--- src/rtl/read_rectangle_sp_if.sv ---
// Bus bundle for the superpixel rectangle reader.
// Groups the request, frame-RAM read port and
// result stream; slave = reader, master = user/RAM side.
interface read_rectangle_sp_if #(
    parameter int SPIXEL_X_WIDTH = 6,
    parameter int SPIXEL_Y_WIDTH = 6,
    parameter int VGA_ADDR_WIDTH = 19,
    parameter int COLOR_ID_WIDTH = 8
);
    logic [SPIXEL_X_WIDTH-1:0] x0;
    logic [SPIXEL_Y_WIDTH-1:0] y0;
    logic [SPIXEL_X_WIDTH-1:0] x1;
    logic [SPIXEL_Y_WIDTH-1:0] y1;
    logic                      istart;
    logic                      obusy;
    logic                      odone;
    logic [VGA_ADDR_WIDTH-1:0] oaddr;
    logic                      ordren;
    logic [COLOR_ID_WIDTH-1:0] irdata;
    logic [COLOR_ID_WIDTH-1:0] odata;
    logic [SPIXEL_X_WIDTH-1:0] ox;
    logic [SPIXEL_Y_WIDTH-1:0] oy;
    logic                      ovld;
    logic                      irdy;

    modport slave (
        input  x0, y0, x1, y1, istart, irdata, irdy,
        output obusy, odone, oaddr, ordren,
        output odata, ox, oy, ovld
    );

    modport master (
        output x0, y0, x1, y1, istart, irdata, irdy,
        input  obusy, odone, oaddr, ordren,
        input  odata, ox, oy, ovld
    );
endinterface

--- src/rtl/read_rectangle_sp.sv ---
// Reads the colour ID of every superpixel in a rectangle.
// Ports: clk, rst (async active-low), bus (slave: request,
// frame-RAM read port, valid/ready result stream).
module read_rectangle_sp #(
    parameter int SPIXEL_X_WIDTH = 6,
    parameter int SPIXEL_Y_WIDTH = 6,
    parameter logic [SPIXEL_X_WIDTH-1:0] SPIXEL_X_MAX = 6'd63,
    parameter logic [SPIXEL_Y_WIDTH-1:0] SPIXEL_Y_MAX = 6'd47,
    parameter int SPIXEL_SIZE    = 10,
    parameter int PIXEL_X_RES    = 640,
    parameter int VGA_ADDR_WIDTH = 19,
    parameter int COLOR_ID_WIDTH = 8,
    parameter int RD_LATENCY     = 2,
    parameter int FIFO_DEPTH     = 4
) (
    input logic clk,
    input logic rst,
    read_rectangle_sp_if.slave bus
);
    localparam int XW = SPIXEL_X_WIDTH;
    localparam int YW = SPIXEL_Y_WIDTH;
    localparam int AW = VGA_ADDR_WIDTH;
    localparam int DW = COLOR_ID_WIDTH;
    localparam int CW = $clog2(FIFO_DEPTH + 1);
    localparam int PW = (FIFO_DEPTH > 1) ? $clog2(FIFO_DEPTH) : 1;
    localparam logic [AW-1:0] ROW_STEP = AW'(SPIXEL_SIZE * PIXEL_X_RES);
    localparam logic [AW-1:0] COL_STEP = AW'(SPIXEL_SIZE);

    typedef enum logic [1:0] {IDLE, ISSUE, DRAIN, DONE} state_t;
    state_t state, state_nxt;

    logic [XW-1:0] x0_q, x1_q, sx;
    logic [YW-1:0] y0_q, y1_q, sy;
    logic [XW-1:0] x0_c, x1_c;
    logic [YW-1:0] y0_c, y1_c;
    logic [CW-1:0] outst, cnt;
    logic [CW:0]   inflight;
    logic          credit, issue, last, ret, push, pop;
    logic          obusy, odone, ordren;

    logic [RD_LATENCY-1:0] tag_vld;
    logic [XW-1:0] tag_x [RD_LATENCY];
    logic [YW-1:0] tag_y [RD_LATENCY];

    logic [DW-1:0] mem_d [FIFO_DEPTH];
    logic [XW-1:0] mem_x [FIFO_DEPTH];
    logic [YW-1:0] mem_y [FIFO_DEPTH];
    logic [PW-1:0] wr_ptr, rd_ptr;

    assign x0_c = (bus.x0 > SPIXEL_X_MAX) ? SPIXEL_X_MAX : bus.x0;
    assign x1_c = (bus.x1 > SPIXEL_X_MAX) ? SPIXEL_X_MAX : bus.x1;
    assign y0_c = (bus.y0 > SPIXEL_Y_MAX) ? SPIXEL_Y_MAX : bus.y0;
    assign y1_c = (bus.y1 > SPIXEL_Y_MAX) ? SPIXEL_Y_MAX : bus.y1;

    // Reads in flight plus queued results never exceed FIFO space,
    // so every returning read has a slot waiting for it.
    assign inflight = (CW+1)'(outst) + (CW+1)'(cnt);
    assign credit   = inflight < (CW+1)'(FIFO_DEPTH);
    assign issue    = (state == ISSUE) && credit;
    assign last     = (sx == x1_q) && (sy == y1_q);
    assign ret      = tag_vld[RD_LATENCY-1];
    assign push     = ret;
    assign pop      = (cnt != '0) && bus.irdy;

    always_comb begin
        state_nxt = state;
        obusy     = 1'b0;
        odone     = 1'b0;
        ordren    = 1'b0;
        unique case (state)
            IDLE: begin
                if (bus.istart) begin
                    if ((x1_c < x0_c) || (y1_c < y0_c)) state_nxt = DONE;
                    else                                state_nxt = ISSUE;
                end
            end
            ISSUE: begin
                obusy = 1'b1;
                if (credit) begin
                    ordren = 1'b1;
                    if (last) state_nxt = DRAIN;
                end
            end
            DRAIN: begin
                obusy = 1'b1;
                // Finish as soon as the final element is being accepted.
                if ((outst == '0) &&
                    ((cnt == '0) || ((cnt == CW'(1)) && pop)))
                    state_nxt = DONE;
            end
            DONE: begin
                odone     = 1'b1;
                state_nxt = IDLE;
            end
        endcase
    end

    always_ff @(posedge clk or negedge rst) begin
        if (!rst) begin
            state <= IDLE;
            x0_q  <= '0;
            x1_q  <= '0;
            y0_q  <= '0;
            y1_q  <= '0;
            sx    <= '0;
            sy    <= '0;
        end else begin
            state <= state_nxt;
            if ((state == IDLE) && bus.istart) begin
                x0_q <= x0_c;
                x1_q <= x1_c;
                y0_q <= y0_c;
                y1_q <= y1_c;
                sx   <= x0_c;
                sy   <= y0_c;
            end else if (issue) begin
                if (sx == x1_q) begin
                    sx <= x0_q;
                    sy <= sy + YW'(1);
                end else begin
                    sx <= sx + XW'(1);
                end
            end
        end
    end

    // Coordinates ride alongside each read until its data returns.
    always_ff @(posedge clk or negedge rst) begin
        if (!rst) begin
            tag_vld <= '0;
            for (int i = 0; i < RD_LATENCY; i++) begin
                tag_x[i] <= '0;
                tag_y[i] <= '0;
            end
        end else begin
            tag_vld[0] <= issue;
            tag_x[0]   <= sx;
            tag_y[0]   <= sy;
            for (int i = 1; i < RD_LATENCY; i++) begin
                tag_vld[i] <= tag_vld[i-1];
                tag_x[i]   <= tag_x[i-1];
                tag_y[i]   <= tag_y[i-1];
            end
        end
    end

    always_ff @(posedge clk or negedge rst) begin
        if (!rst) begin
            outst <= '0;
        end else begin
            unique case ({issue, ret})
                2'b10:   outst <= outst + CW'(1);
                2'b01:   outst <= outst - CW'(1);
                default: outst <= outst;
            endcase
        end
    end

    always_ff @(posedge clk or negedge rst) begin
        if (!rst) begin
            wr_ptr <= '0;
            rd_ptr <= '0;
            cnt    <= '0;
            for (int i = 0; i < FIFO_DEPTH; i++) begin
                mem_d[i] <= '0;
                mem_x[i] <= '0;
                mem_y[i] <= '0;
            end
        end else begin
            if (push) begin
                mem_d[wr_ptr] <= bus.irdata;
                mem_x[wr_ptr] <= tag_x[RD_LATENCY-1];
                mem_y[wr_ptr] <= tag_y[RD_LATENCY-1];
                wr_ptr <= (wr_ptr == PW'(FIFO_DEPTH-1)) ? '0 : wr_ptr + PW'(1);
            end
            if (pop)
                rd_ptr <= (rd_ptr == PW'(FIFO_DEPTH-1)) ? '0 : rd_ptr + PW'(1);
            unique case ({push, pop})
                2'b10:   cnt <= cnt + CW'(1);
                2'b01:   cnt <= cnt - CW'(1);
                default: cnt <= cnt;
            endcase
        end
    end

    assign bus.obusy  = obusy;
    assign bus.odone  = odone;
    assign bus.ordren = ordren;
    assign bus.oaddr  = ordren ? (AW'(sy) * ROW_STEP + AW'(sx) * COL_STEP)
                               : '0;
    assign bus.ovld   = (cnt != '0);
    assign bus.odata  = bus.ovld ? mem_d[rd_ptr] : '0;
    assign bus.ox     = bus.ovld ? mem_x[rd_ptr] : '0;
    assign bus.oy     = bus.ovld ? mem_y[rd_ptr] : '0;
endmodule

--- src/flat_wrapper.sv ---
// flat-port wrapper written by rule: the top's interface ports become plain ports
module read_rectangle_sp_flat 
#(
    parameter int SPIXEL_X_WIDTH = 6,
    parameter int SPIXEL_Y_WIDTH = 6,
    parameter logic [SPIXEL_X_WIDTH-1:0] SPIXEL_X_MAX = 6'd63,
    parameter logic [SPIXEL_Y_WIDTH-1:0] SPIXEL_Y_MAX = 6'd47,
    parameter int SPIXEL_SIZE    = 10,
    parameter int PIXEL_X_RES    = 640,
    parameter int VGA_ADDR_WIDTH = 19,
    parameter int COLOR_ID_WIDTH = 8,
    parameter int RD_LATENCY     = 2,
    parameter int FIFO_DEPTH     = 4
)
  (clk, rst, bus_x0, bus_y0, bus_x1, bus_y1, bus_istart, bus_irdata, bus_irdy, bus_obusy, bus_odone, bus_oaddr, bus_ordren, bus_odata, bus_ox, bus_oy, bus_ovld);
  read_rectangle_sp_if #(.SPIXEL_X_WIDTH(SPIXEL_X_WIDTH), .SPIXEL_Y_WIDTH(SPIXEL_Y_WIDTH), .VGA_ADDR_WIDTH(VGA_ADDR_WIDTH), .COLOR_ID_WIDTH(COLOR_ID_WIDTH)) bus_i ();
  input logic clk;
  input logic rst;
  input wire logic [$bits(bus_i.x0)-1:0] bus_x0;
  input wire logic [$bits(bus_i.y0)-1:0] bus_y0;
  input wire logic [$bits(bus_i.x1)-1:0] bus_x1;
  input wire logic [$bits(bus_i.y1)-1:0] bus_y1;
  input wire logic [$bits(bus_i.istart)-1:0] bus_istart;
  input wire logic [$bits(bus_i.irdata)-1:0] bus_irdata;
  input wire logic [$bits(bus_i.irdy)-1:0] bus_irdy;
  output wire logic [$bits(bus_i.obusy)-1:0] bus_obusy;
  output wire logic [$bits(bus_i.odone)-1:0] bus_odone;
  output wire logic [$bits(bus_i.oaddr)-1:0] bus_oaddr;
  output wire logic [$bits(bus_i.ordren)-1:0] bus_ordren;
  output wire logic [$bits(bus_i.odata)-1:0] bus_odata;
  output wire logic [$bits(bus_i.ox)-1:0] bus_ox;
  output wire logic [$bits(bus_i.oy)-1:0] bus_oy;
  output wire logic [$bits(bus_i.ovld)-1:0] bus_ovld;
  assign bus_i.x0 = bus_x0;
  assign bus_i.y0 = bus_y0;
  assign bus_i.x1 = bus_x1;
  assign bus_i.y1 = bus_y1;
  assign bus_i.istart = bus_istart;
  assign bus_i.irdata = bus_irdata;
  assign bus_i.irdy = bus_irdy;
  assign bus_obusy = bus_i.obusy;
  assign bus_odone = bus_i.odone;
  assign bus_oaddr = bus_i.oaddr;
  assign bus_ordren = bus_i.ordren;
  assign bus_odata = bus_i.odata;
  assign bus_ox = bus_i.ox;
  assign bus_oy = bus_i.oy;
  assign bus_ovld = bus_i.ovld;
  read_rectangle_sp #(.SPIXEL_X_WIDTH(SPIXEL_X_WIDTH), .SPIXEL_Y_WIDTH(SPIXEL_Y_WIDTH), .SPIXEL_X_MAX(SPIXEL_X_MAX), .SPIXEL_Y_MAX(SPIXEL_Y_MAX), .SPIXEL_SIZE(SPIXEL_SIZE), .PIXEL_X_RES(PIXEL_X_RES), .VGA_ADDR_WIDTH(VGA_ADDR_WIDTH), .COLOR_ID_WIDTH(COLOR_ID_WIDTH), .RD_LATENCY(RD_LATENCY), .FIFO_DEPTH(FIFO_DEPTH)) u_core (.clk(clk), .rst(rst), .bus(bus_i));
endmodule
--- config.mk ---
export PLATFORM = sky130hd
export DESIGN_NAME = read_rectangle_sp_flat
export DESIGN_NICKNAME = d
export VERILOG_FILES = /design/src/rtl/read_rectangle_sp_if.sv /design/src/rtl/read_rectangle_sp.sv /design/src/flat_wrapper.sv
export SDC_FILE = /design/constraint.sdc
export NUM_CORES = 1
export LEC_CHECK = 0
export ABC_AREA = 1
export CAP_MARGIN = 20
export CORE_MARGIN = 4
export CORE_UTILIZATION = 40
export DETAILED_ROUTE_END_ITERATION = 10
export PLACE_DENSITY = 0.58
export SYNTH_ARGS = -nofsm -noshare
export SYNTH_HDL_FRONTEND = slang
export SYNTH_SLANG_ARGS = --single-unit
--- constraint.sdc ---
create_clock -name clk -period 3.6 [get_ports clk]
set_input_delay 0.36 -clock clk [delete_from_list [all_inputs] [get_ports clk]]
set_output_delay 0.36 -clock clk [all_outputs]
set_load 0.01 [all_outputs]
Word-level counts from Yosys, hierarchy flattened
Cells that the tools add are included. W data, S select, Z words.

Register bits: 148. Input bits: 36. Output and inout port bits: 43. Word-level logic and storage cells: 131.

Add/subtract/negate cells: 10. Multiply operators: 2. $lt $le $gt $ge: 10. Equality and inequality tests: 16. Muxes and demuxes: 44. Bitwise logic cells: 2. Reduce and logical (&&, ||, !) cells: 20.

Operator list (count): $mux W6 (17); $bwmux W24 (2); $bwmux W32 (1); $mux W8 (4); $bmux W6 S2 (2); $gt A6 B6 Y1 const B (4); $add A19 B10 Y19 (1); $mux W19 (1); $bmux W8 S2 (1); $demux W8 S2 (1); $mux W2 (7); $add A6 B1 Y6 const B (2); $demux W6 S2 (1); $eq A2 B2 Y1 const B (6); $eq A6 B6 Y1 (2); $lt A6 B6 Y1 (2); $pmux W3 S2 (2); $mul A6 B5 Y11 const B (1); $mul A6 B3 Y9 const B (1); $pmux W2 S4 (1); $reduce_bool A2 Y1 (4); $logic_and A1 B1 Y1 (7); $add A3 B1 Y3 const B (2); $eq A2 B1 Y1 const B (3); other kinds (18) (29).

Logic depth before layout (Yosys ltp)
Gate-level depths: netlist of the first run.

Word-level depth: 7. Gate-level depth with buffers: 19. Mapped depth without buffers: 19.

Least setup slack after synthesis of the first run
OpenSTA, ideal clock, no wires.

Path type: reg2out. Start point: reg u_core.sx[1]. End point: out bus_oaddr[18]. Arrival time: 2.921 ns. Data required time: 3.240 ns. Path slack: 0.319 ns. Cell stages (with the launch flop): 19. Path buffers: 0. Path through: dfrtp_1 ha_1 ha_1 inv_1 fa_1 nor2_1 o21ai_0 nand2_1 xor2_1 ha_1 fa_1 nand2_2 nor2_2 nand3_2 nor2_1 nand3_1 nor2_1 a21oi_1 nor2_1.

Longest elaborated chain between the ends: 3.

Ends and longest elaborated chain: start, declared (RTL line read_rectangle_sp.sv:32) `logic [XW-1:0] x0_q, x1_q, sx;`; start signal, assigned (RTL line read_rectangle_sp.sv:118) `sx <= x0_q;`; start signal, assigned (RTL line read_rectangle_sp.sv:121) `sx <= sx + XW'(1);`; $mul A6 B3 Y9 (RTL line read_rectangle_sp.sv:189) `assign bus.oaddr = ordren ? (AW'(sy) * ROW_STEP + AW'(sx) * COL_STEP)`; $add A19 B10 Y19 (RTL line read_rectangle_sp.sv:189); $mux W19 (RTL line read_rectangle_sp.sv:189); end, declared (RTL line flat_wrapper.sv:28) `output wire logic [$bits(bus_i.oaddr)-1:0] bus_oaddr;`.

No other way between the ends.

Final worst setup path of the first run
Start point: reg u_core.sx[1]. End point: out bus_oaddr[16].

Same word-level chain as after synthesis.

==> metrics.yaml, run 1 <==
track_usage_pct: 17.15
hpwlAfterDp_um: 12570
numCtsBuffers: 17
drt-initial-drc-count: 264
cts_tree: "yes"
die_area_um2: 22550
gp_congestion: 0.7825
path_max_fanout: 2
netlist_top_cells_area: "dfrtp_1, nand2_1, o21ai_0, ha_1, nor2_1"
core_um2: 19650
synth_xor_area_share_pct: 1.950
setup_ws_ns: -0.1823
max-clock-path-buffers: 2
avgSynthCellArea_um2: 7.963
power_mw: 9.358
setup_violations: 5
detail_route.vias_per_cell: 4.777
synth-compound-area-share_pct: 13.37
fill_cells: 1951
maxCapViolations: 0
placed_cells: 1341
post_drt_wl_per_cell_um: 13.39
period_share_pct: 105.1
crit_arrival_ns: 3.42
final_core_util_pct: 50.92
path_clk_slew_ns: 0.06
cp_data_required_time_ns: 3.24
synth_common_cells: "nand2_1, o21ai_0, dfrtp_1"
tightest_slew_ns: 0.9840
yosysTopAreaCell: "dfrtp_1"
netlist_instances: 1015
yosys_register_bits: 148
synth_edf_count: 0
synthAdderAreaFrac_pct: 10.43
synth-simple-area-share_pct: 20.29
place_area_um2: 9224
grt_pass1_wl_um: 31050
layout-drive-gt1-share_pct: 11.97
fmax_mhz: 264.4
violations: "negative setup slack"
start_util_pct: 41.13
ys_async_sr_fraction_pct: 100.0
layout-area-overhead-vs-synth_pct: 23.82
antenna_found_initial: 0
first_pass_iters: 5
wirelength_um: 18540
vias: 6611
synth_seq_area_share_pct: 45.82
r2r_start: "u_core.cnt[0]$_DFFE_PN0P_"
ys_warn_count: 0
p_leak_nw: 4.954
rsz0062_at_grt: "true"
hold_violations: 0
fp-row-count: 51
maxSlewViolCount: 0
holdBufCountCts: 0
outcome: "complete, but fails checks"
setup_tns_ns: -0.5625
cp-end-kind: "primary output"
worstSetupStartpointType: "flip-flop"
ir_worst_vdd_mv: 0.3925
seq_area_um2: 3705
synth.distinct_cells: 31
place.port_buffers: 77
postSynthNetCount: 1116
synthFlopType: "dfrtp_1"
critPathKind: "reg2out"
synth.most_common_cell: "nand2_1"
grt_pass1_vias: 6380
io_pins: 79
antenna_cells: 0
postRouteAntennaNets: 0
num-nets-final: 1208
crit_path_start: "u_core.sx[1]$_DFFE_PN0P_"
htree_levels: 4
stdcell_count: 1384
cellPowerDensity_nw_per_um2: 935.0
clock_latency_ns: 0.42
multi_input_area_um2: 3852
post-route-drc-count: 0
grt_overflow: 0
fin_crit_ns: 3.782
synth_top_area_share_pct: 45.82
fin_skew_ns: 0.008310
die_h_um: 150.2
die_w_um: 150.2
hold_path_class: "in2async"
synth_top_family_by_area: "simple AND/OR/NAND/NOR gates"
muxShareOfSynthArea_pct: 0
synth_area_um2: 8083
root_buffer: "clkbuf_16"
clock_sinks: 148
grt_max_degree: 106
relSlewSlack_pct: 34.40
fin_area_um2: 10010
registers in the layout, summed over array words and instances, names as in the netlist, 6 cells and up:
| register | flops |
|---|---|
| u_core.sx | 6 |
| u_core.x1_q | 6 |
| u_core.mem_y | 24 |
| u_core.mem_d | 32 |
| u_core.mem_x | 24 |
| u_core.x0_q | 6 |
| u_core.sy | 6 |
| u_core.tag_y | 12 |
| u_core.y1_q | 6 |
| u_core.tag_x | 12 |
routing by layer:
layer | global-route usage (%) | up-vias | routed length (um)
met2 | 27.62 | 127 | 8437
li1 | - | 3407 | -
met4 | 4.712 | 0 | 284
met5 | 0 | - | 0
met3 | 3.131 | 20 | 669
met1 | 23.88 | 3057 | 9146
cells in the final DEF (no fill, tap or decap), types with 4 or more instances in the layout:
cell / instances
nand2_1: 229
o21ai_0: 154
dfrtp_1: 147
nor2_1: 120
inv_1: 109
clkdlybuf4s50_1: 66
ha_1: 55
buf_4: 40
a21oi_1: 39
nand3_1: 22
clkbuf_16: 17
xor2_1: 12
nand2_2: 8
inv_2: 7
nor3_1: 6
xnor2_1: 6
buf_2: 6
o21ai_1: 5
o21ai_2: 5
or2_2: 4
nor2_4: 4
nand4_1: 4
ha_4: 4
clkinv_2: 4
final timing paths:
kind	to	slack, ns	cells after the start
setup / recovery	bus_oaddr[16]	-0.18	19
hold / removal	u_core.mem_y[3]$_DFFE_PN0P_	0.05	1
setup reg to reg	u_core.cnt[2]$_DFFE_PN0P_	1.07	10
hold reg to reg	u_core.tag_y[3]$_DFF_PN0_	0.34	0
max in group asynchronous	u_core.sy[4]$_DFFE_PN0P_	2.81	1
min in group clk	u_core.tag_y[3]$_DFF_PN0_	0.34	0
critical path, stage by stage (launching register included):
cell     delay (ns)
dfrtp_1        0.38
ha_1           0.28
ha_2           0.18
inv_2          0.04
fa_2           0.36
nor2_4         0.11
o21ai_1        0.08
nand2_1        0.08
xor2_1         0.16
ha_2           0.22
fa_2           0.23
nand2_4        0.07
nor2_4         0.09
nand3_2        0.07
nor2_1         0.10
nand3_1        0.11
buf_4          0.16
o21ai_2        0.09
a21oi_1        0.04
buf_2          0.14
power breakdown:
part / internal [mW] / switching, mW
logic: 2.04 / 2.72
registers: 2.42 / 0.393
clock network: 1.09 / 0.702
total: 5.55 / 3.81
cells by family after synthesis:
group,count (synthesis)
simple gates,407
compound gates,211
buf+inv,165
flops,148
fa+ha+maj,65
xor+xnor,18
other cells,1
stage by stage:
step	setup WS (ns)	hold WS (ns)
2_1_floorplan	0.3192	0.06441
3_3_place_gp	-0.2058	0.3316
3_5_place_dp	-0.2692	0.3347
4_1_cts	-0.1639	0.1192
5_1_grt	-0.3835	0.1529
6_report	-0.1823	0.04660
what timing repair did:
| action | 4_1_cts | 5_1_grt |
|---|---|---|
| hold endpoints to repair | 0 | 0 |
| resized for setup | 43 | 25 |
| pin swaps | 13 | 10 |
| buffers inserted | 7 | 5 |
| setup endpoints to repair | 10 | 12 |
layout make-up:
type | instances | area share (%)
Sequential cell | 148 | 37.02
Tap cell | 265 | 3.313
Multi-Input combinational cell | 702 | 38.49
Timing Repair Buffer | 120 | 10.80
Clock buffer | 18 | 4.288
Clock inverter | 13 | 1.600
Inverter | 118 | 4.488
No activity file was read; power rests on OpenSTA's default activity.
==> run 2, diff against run 1 <==
MAX_ROUTING_LAYER = met4   (was default)
==> run 2 against run 1 <==
  * The run still ends with negative setup slack left
  * Non-clock buffer count unchanged
  * Worst hold slack improved by 0.015 ns
  * Combinational power about the same
  * Worst setup slack improved by 0.0024 ns
  * Final area unchanged
  * Sequential share of layout area unchanged
  * Critical path depth unchanged
  * First-iteration DRC count increased by 13%
  * Die area unchanged
==> metrics.yaml, run 2 (synthesized netlist as in run 1, its figures left out) <==
outcome: "complete, but fails checks"
violations: "negative setup slack"
cpMaxStageDelayCell: "dfrtp_1"
antenna_found_initial: 0
core_um2: 19650
largest_register_ffs: 32
antenna_cells: 0
seq_area_um2: 3705
ir_worst_vdd_mv: 0.3941
grt_pass1_wl_um: 31040
numCtsBuffers: 17
htree_levels: 4
maxCapViolations: 0
wl_met1_um: 9173
clock_latency_ns: 0.42
placed_cells: 1341
holdBufCountCts: 0
layout-drive-gt1-share_pct: 11.97
stdcell_count: 1384
relSlewSlack_pct: 34.48
cp_num_buf_inv: 3
layout-area-overhead-vs-synth_pct: 23.82
detail_route.vias_per_cell: 4.795
start_util_pct: 41.13
hpwlAfterDp_um: 12570
setup_tns_ns: -0.5599
cp_data_required_time_ns: 3.24
setup_ws_ns: -0.1798
tightest_slew_ns: 0.9827
place_area_um2: 9224
wl_met3_um: 662
top_layer: "met4"
multi_input_area_um2: 3852
grt_overflow: 0
fin_crit_ns: 3.780
fin_skew_ns: 0.007424
top_register: "u_core.mem_d"
grt_pass1_vias: 6384
vias: 6636
layout_commonest_cell: "nand2_1"
power_mw: 9.361
die_h_um: 150.2
period_share_pct: 105.0
drt-initial-drc-count: 297
pre_cts_ws_ns: -0.2692
wirelength_um: 18540
grt_max_degree: 106
hold_path_class: "in2async"
setup_violations: 5
track_usage_pct: 17.63
fill_cells: 1951
path_cells: "ha_1, ha_2, inv_2, fa_2, nor2_4, o21ai_1, nand2_1, xor2_1, ha_2, fa_2, nand2_4, nor2_4, nand3_2, nor2_1, nand3_1, buf_4, o21ai_2, a21oi_1, buf_2"
cp-end-kind: "primary output"
gp_congestion: 0.7933
path_clk_slew_ns: 0.06
fmax_mhz: 264.6
critPathTopFamily: "adder cells"
cellPowerDensity_nw_per_um2: 935.3
place.port_buffers: 77
first_pass_iters: 5
io_pins: 79
crit_arrival_ns: 3.42
post-route-drc-count: 0
max-clock-path-buffers: 2
root_buffer: "clkbuf_16"
die_w_um: 150.2
path_max_fanout: 2
hold_violations: 0
p_leak_nw: 4.954
fin_area_um2: 10010
num-nets-final: 1208
rsz0062_at_grt: "true"
maxSlewViolCount: 0
final_cell_mix: "nand2_1, o21ai_0, dfrtp_1"
fp-row-count: 51
critPathKind: "reg2out"
post_drt_wl_per_cell_um: 13.39
worstSetupStartpointType: "flip-flop"
reg.largest.list: "u_core.mem_d: 32 flops, u_core.mem_x: 24 flops, u_core.mem_y: 24 flops"
cpPeakStageDelay_ns: 0.38
cts_tree: "yes"
die_area_um2: 22550
wl_met2_um: 8393
postRouteAntennaNets: 0
whs_ns: 0.06205
reg2reg_slack_ns: 1.06
final_core_util_pct: 50.92
clock_sinks: 148
==> run 2: cell counts in the layout (fill, tap and decap cells not counted) <==
No cell type changed its count.
==> run 2: layout make-up <==
cell class,count,area share [%]
clock buffers,18,4.288
multi-input cells,702,38.49
well taps,265,3.313
repair buffers,120,10.80
clock inverters,13,1.600
flip-flops and latches,148,37.02
inverters,118,4.488
==> run 2: worst reg2reg max path, delay by kind of cell, from the launching register on <==
| family | cells | cell delay (ns) |
|---|---|---|
| xor+xnor | 1 | 0.14 |
| simple gates | 3 | 0.43 |
| flops | 1 | 0.42 |
| compound gates | 1 | 0.10 |
| fa+ha+maj | 2 | 0.54 |
| buf+inv | 3 | 0.79 |
==> run 2: routing by layer <==
metal	up-vias	global-route usage, %
li1	3406	-
met1	3062	23.92
met2	145	27.57
met3	23	2.769
met4	0	5.124
met5	-	-
==> run 2: repair_timing <==
item                       4_1_cts  5_1_grt
pin swaps                       13       10
setup buffers                    7        5
resized for setup               43       25
setup endpoints to repair       10       12
==> run 2: power by group <==
group	total (mW)	internal, mW	switching, mW
combinational	4.76	2.04	2.72
sequential	2.81	2.42	0.393
clock	1.79	1.09	0.702
total	9.36	5.55	3.81
==> run 2: worst paths after layout <==
kind / from / end / cells after the start
max: u_core.sx[1]$_DFFE_PN0P_ / bus_oaddr[16] / 19
min: rst / u_core.mem_y[3]$_DFFE_PN0P_ / 1
max reg2reg: u_core.cnt[0]$_DFFE_PN0P_ / u_core.cnt[2]$_DFFE_PN0P_ / 10
min reg2reg: u_core.tag_y[9]$_DFF_PN0_ / u_core.tag_y[3]$_DFF_PN0_ / 0
max in group asynchronous: rst / u_core.cnt[2]$_DFFE_PN0P_ / 2
min in group clk: u_core.tag_y[9]$_DFF_PN0_ / u_core.tag_y[3]$_DFF_PN0_ / 0
